===== src/rtl/vga_color_sequencer.sv =====
// Frame-paced colour sequencer for the VGA timing stage: counts VS falling edges
// and every FRAMES_PER_STEP frames steps a fixed palette or a grey triangle ramp.
module vga_color_sequencer #(
  parameter int FRAMES_PER_STEP = 60,
  parameter int CNT_W           = 16
) (
  input  logic             pixel_clk,
  input  logic             reset,
  input  logic             enable,
  input  logic             mode,
  input  logic             vga_vs,
  output logic [15:0]      InImage_Color,
  output logic [15:0]      OutImage_Color,
  output logic             step_pulse,
  output logic [CNT_W-1:0] frame_count
);

  // A period of 0 frames is treated as 1 so the terminal count never underflows.
  localparam int              LAST_INT = (FRAMES_PER_STEP < 1) ? 0 : FRAMES_PER_STEP - 1;
  localparam logic [CNT_W-1:0] LAST    = CNT_W'(LAST_INT);

  localparam logic [0:0] IDLE  = 1'b0;
  localparam logic [0:0] COUNT = 1'b1;

  localparam logic RAMP_UP   = 1'b0;
  localparam logic RAMP_DOWN = 1'b1;

  function automatic logic [15:0] pal_color(input logic [2:0] idx);
    case (idx)
      3'd0:    pal_color = 16'hFFFF;
      3'd1:    pal_color = 16'h001F;
      3'd2:    pal_color = 16'hFC00;
      3'd3:    pal_color = 16'h03E0;
      3'd4:    pal_color = 16'h0000;
      3'd5:    pal_color = 16'hFC1F;
      3'd6:    pal_color = 16'hFFE0;
      default: pal_color = 16'h03FF;
    endcase
  endfunction

  logic [0:0] state;
  logic       vs_d;
  logic [2:0] pal_idx;
  logic [4:0] ramp_lvl;
  logic       ramp_dir;

  logic       tick;
  logic       count_en;
  logic       at_last;
  logic [2:0] pal_next;
  logic [4:0] ramp_next;
  logic       dir_next;
  logic [15:0] grey_word;

  always_comb begin
    tick      = vs_d & ~vga_vs;
    count_en  = (state == COUNT) && enable && tick;
    at_last   = (frame_count == LAST);
    pal_next  = pal_idx + 3'd1;
    ramp_next = ramp_lvl;
    dir_next  = ramp_dir;
    // The ramp bounces at both ends rather than repeating the end level.
    if (ramp_dir == RAMP_UP) begin
      if (ramp_lvl == 5'd31) begin
        ramp_next = 5'd30;
        dir_next  = RAMP_DOWN;
      end else begin
        ramp_next = ramp_lvl + 5'd1;
      end
    end else begin
      if (ramp_lvl == 5'd0) begin
        ramp_next = 5'd1;
        dir_next  = RAMP_UP;
      end else begin
        ramp_next = ramp_lvl - 5'd1;
      end
    end
    grey_word = {ramp_next, ramp_next[4], ramp_next, ramp_next};
  end

  always_ff @(posedge pixel_clk) begin
    if (reset) begin
      state          <= IDLE;
      vs_d           <= 1'b0;
      frame_count    <= '0;
      pal_idx        <= 3'd0;
      ramp_lvl       <= 5'd0;
      ramp_dir       <= RAMP_UP;
      step_pulse     <= 1'b0;
      InImage_Color  <= 16'hFFFF;
      OutImage_Color <= 16'h0000;
    end else begin
      vs_d       <= vga_vs;
      state      <= enable ? COUNT : IDLE;
      step_pulse <= 1'b0;
      if (count_en) begin
        if (at_last) begin
          frame_count <= '0;
          step_pulse  <= 1'b1;
          if (mode) begin
            ramp_lvl       <= ramp_next;
            ramp_dir       <= dir_next;
            InImage_Color  <= grey_word;
            OutImage_Color <= ~grey_word;
          end else begin
            pal_idx        <= pal_next;
            InImage_Color  <= pal_color(pal_next);
            OutImage_Color <= pal_color(pal_next + 3'd4);
          end
        end else begin
          frame_count <= frame_count + CNT_W'(1);
        end
      end
    end
  end

endmodule


===== config.mk =====
export PLATFORM = sky130hd
export DESIGN_NAME = vga_color_sequencer
export DESIGN_NICKNAME = d
export VERILOG_FILES = /design/src/rtl/vga_color_sequencer.sv
export SDC_FILE = /design/constraint.sdc
export NUM_CORES = 1
export LEC_CHECK = 0
export ABC_AREA = 1
export CORE_MARGIN = 1.5
export CORE_UTILIZATION = 45
export DETAILED_ROUTE_END_ITERATION = 10
export DONT_BUFFER_PORTS = 1
export GPL_TIMING_DRIVEN = 0
export SLEW_MARGIN = 30
export SYNTH_ARGS = -nofsm -noshare
export SYNTH_HDL_FRONTEND = slang
export SYNTH_SLANG_ARGS = --single-unit

===== constraint.sdc =====
create_clock -name pixel_clk -period 2.1 [get_ports pixel_clk]
set_clock_uncertainty 0.15 [all_clocks]
set_input_delay 0.21 -clock pixel_clk [delete_from_list [all_inputs] [get_ports pixel_clk]]
set_output_delay 0.21 -clock pixel_clk [all_outputs]
set_load 0.01 [all_outputs]

==> impl_metrics.csv <==
group,metric,value,unit
route,drc,0,
logic_synthesis,ys.flop_type,"dfxtp_1",
floorplan,core-area,6490,um^2
power_and_ir_drop,power.density,635,nW/um^2
setup_path,cp-end-kind,"flop",
clock_tree,htreeDepth,3,
global_route,grtUsageTotal,0.236,
floorplan,initial_core_util,0.474,
finish,drive_gt1_frac,0.0898,
timing,hold_viol,0,
setup_path,crit_type,"reg2reg",
global_route,overflow,0,
route,ant_nets,0,
finish,insertedDiodeCount,0,
clock_tree,cts_buffer_depth,2,
setup_path,crit_cells,8,
route,routedWlPerCell,13.9,um
timing,fin_crit,1920,ps
logic_synthesis,synth_compound_area_frac,0.0870,
floorplan,ios,54,
power_and_ir_drop,clkPwrFrac,0.471,
timing,tightest_slew,644,ps
clock_tree,cts_tree,"done",
logic_synthesis,synth_cells,483,
logic_synthesis,yosys.area_share.adder,0.0203,
worst_hold_path,worstHoldStart,"enable",
logic_synthesis,syn_area,3080,um^2
worst_hold_path,whs_endpoint,"frame_count[2]",
finish,area_growth_syn_to_layout,10.8,%
timing,finalCritPeriodShare,0.915,
finish,nFillCells,664,
floorplan,die_w,85.7,um
floorplan,rows,29,
setup_path,crit_required,2220,ps
clock_tree,clock_latency,340,ps
logic_synthesis,yosys.area_share.simple,0.412,
timing,rsz0062_at_grt,"false",
timing,setup_tns,0,ps
logic_synthesis,ys_ff_latch,58,
place,portBuffers,0,
setup_path,arrival,2040,ps
power_and_ir_drop,ir_drop,446,uV
setup_path,startpoint,"frame_count[4]",
timing,fmaxAchievable,0.521,GHz
power_and_ir_drop,power,2170,uW
clock_tree,root_buffer,"clkbuf_8",
power_and_ir_drop,comb_power_share,0.021,
floorplan,die_height,85.7,um
setup_path,crit_top_cell,"nor2_1",
setup_path,path_buf_inv,1,
timing,report.final.slew_viol_count,0,
route,first_pass_iters,5,
job,cap_violations,0,
logic_synthesis,postSynthAreaPerCell,6.38,um^2
global_route,antenna_found_initial,0,
power_and_ir_drop,p_leak,0.00147,uW
logic_synthesis,synth_top_family_by_area,"simple AND/OR/NAND/NOR gates",
clock_tree,path_clk_slew,70,ps
logic_synthesis,synth-edff-count,0,
setup_path,path_cells,"nand2_1 -> inv_1 -> nand2_1 -> nor2_2 -> nand4_4 -> nor2_1 -> nor2_1 -> nor2_1",
global_route,grt_pass1_vias,2833,
setup_path,ff2ff_setup_slack,180,ps
route,vias,3029,
place,hpwl,5850,um
power_and_ir_drop,seqPwrFrac,0.509,
setup_path,r2r_cells,8,
route,postRouteWirelength,8040,um
floorplan,dieArea,7350,um^2
global_route,grt_pass1_wl,13600,um
timing,finalSetupViolCount,0,
worst_hold_path,holdCritPathClass,"in2reg",
setup_path,crit_fanout,9,
worst_hold_path,hold_depth,6,
setup_path,cp_top_family,"simple AND/OR/NAND/NOR gates",
clock_tree,clkSinkCount,58,
setup_path,startpoint_type,"flop",
logic_synthesis,yosys_warnings,0,
power_and_ir_drop,p_sw_frac,0.234,
logic_synthesis,synth_cell_types,28,
finish,layout_common_cells,"143 x nand2_1, 83 x nor2_1, 56 x dfxtp_1",
power_and_ir_drop,power.switching,507,uW
clock_tree,cts_buffers,9,
setup_path,max_stage_delay,450,ps
finish,nNetsFinal,506,
setup_path,regToRegStartpoint,"frame_count[4]",
route,drt_iter0_drc,157,
setup_path,crit_slowest_cell,"dfxtp_1",
logic_synthesis,syn-num-nets,493,
outcome,status,"finished, final reports clean",
logic_synthesis,synthXorXnorAreaFrac,0.00569,
finish,mostFrequentLayoutCell,"nand2_1",
logic_synthesis,ys_seq_area_frac,0.377,
power_and_ir_drop,p_int,1660,uW
global_route,grt_max_degree,12,
place,gp_congestion,0.877,
timing,relSlewSlack,0.570,
setup_path,reg2reg_to,"OutImage_Color[6]",
route,vias_per_cell,5.24,
logic_synthesis,synthArstFlopShare,0,
logic_synthesis,synthMuxAreaShare,0,
worst min-delay path, stage by stage:
cell,delay [ps]
nand2_1,60
nor2_2,60
inv_1,60
o21ai_0,70
nand2_1,60
nor2_1,40
flip-flops by register name, summed over array words and instances (netlist names):
register,cells
vs_d,1
pal_idx,3
frame_count,16
state,1
ramp_lvl,5
OutImage_Color,15
ramp_dir,1
InImage_Color,15
step_pulse,1
routing by layer:
layer | global-route usage | routed length (um) | up-vias
met5 | 0 | 0 | -
li1 | - | - | 1551
met4 | 0.0748 | 78 | 0
met3 | 0.0780 | 487 | 6
met1 | 0.319 | 3960 | 1402
met2 | 0.356 | 3510 | 70
synth_stat cells (5+ instances only):
library cell,n,share of area
nand2_1,143,0.17
nor2_1,86,0.10
dfxtp_1,58,0.38
inv_1,50,0.061
nand3_1,40,0.065
a21oi_1,30,0.049
o21ai_0,13,0.021
nand4_1,11,0.022
clkbuf_1,7,0.0085
buf_2,6,0.0098
ha_1,5,0.020
nor2_2,5,0.010
nor3_1,5,0.0081
cell type report:
cell class / count / area [um^2] / area share
multi-input combinational: 355 / 1630 / 0.478
sequential: 58 / 1170 / 0.342
inverter: 51 / 191 / 0.0561
clock buffer: 10 / 128 / 0.0374
buffer: 19 / 111 / 0.0326
tap: 77 / 96.3 / 0.0282
clock inverter: 6 / 67.6 / 0.0198
timing repair buffer: 2 / 20.0 / 0.00587
kinds of logic (layout without fill, tap and decap cells):
| logic type | count (synthesis) | count (layout) |
|---|---|---|
| fa+ha+maj | 5 | 5 |
| xor+xnor | 2 | 2 |
| flops | 58 | 58 |
| buf+inv | 70 | 88 |
| simple gates | 298 | 298 |
| compound gates | 50 | 50 |
worst max-delay path by stage:
| stage | slack (ps) | endpoint |
|---|---|---|
| after CTS | 50 | InImage_Color[9] |
| after floorplan | 250 | InImage_Color[7] |
| after global routing | 8 | ramp_lvl[4] |
| after global placement | 10 | InImage_Color[7] |
| final | 180 | OutImage_Color[6] |
| after detailed placement | 4 | InImage_Color[9] |
per-stage QoR:
stage / cells / util / cell area, um^2 / hold WS [ps] / worst slack [ps]
after floorplan: 483 / - / 3080 / 167 / 247
after global placement: 560 / 0.489 / 3180 / 170 / 13.8
after detailed placement: 560 / 0.489 / 3180 / 170 / 3.83
after CTS: 578 / 0.522 / 3390 / 107 / 48.8
after global routing: 578 / 0.525 / 3410 / 160 / 8.30
final: 578 / 0.525 / 3410 / 115 / 179
power by group through the flow:
stage / logic (uW) / clock network [uW] / registers (uW)
2_1_floorplan: 28.6 / 0 / 1130
3_3_place_gp: 41.3 / 0 / 1130
3_5_place_dp: 41.4 / 0 / 1130
4_1_cts: 44.3 / 1040 / 1100
5_1_grt: 49.6 / 1100 / 1100
6_report: 44.5 / 1020 / 1100
what timing repair did:
action | in CTS | in global routing
resized for setup | 1 | 7
hold endpoints to repair | 2 | 0
setup endpoints to repair | 1 | 39
setup buffers | 0 | 0
hold buffers | 2 | 0
No activity file was read; power rests on OpenSTA's default activity.
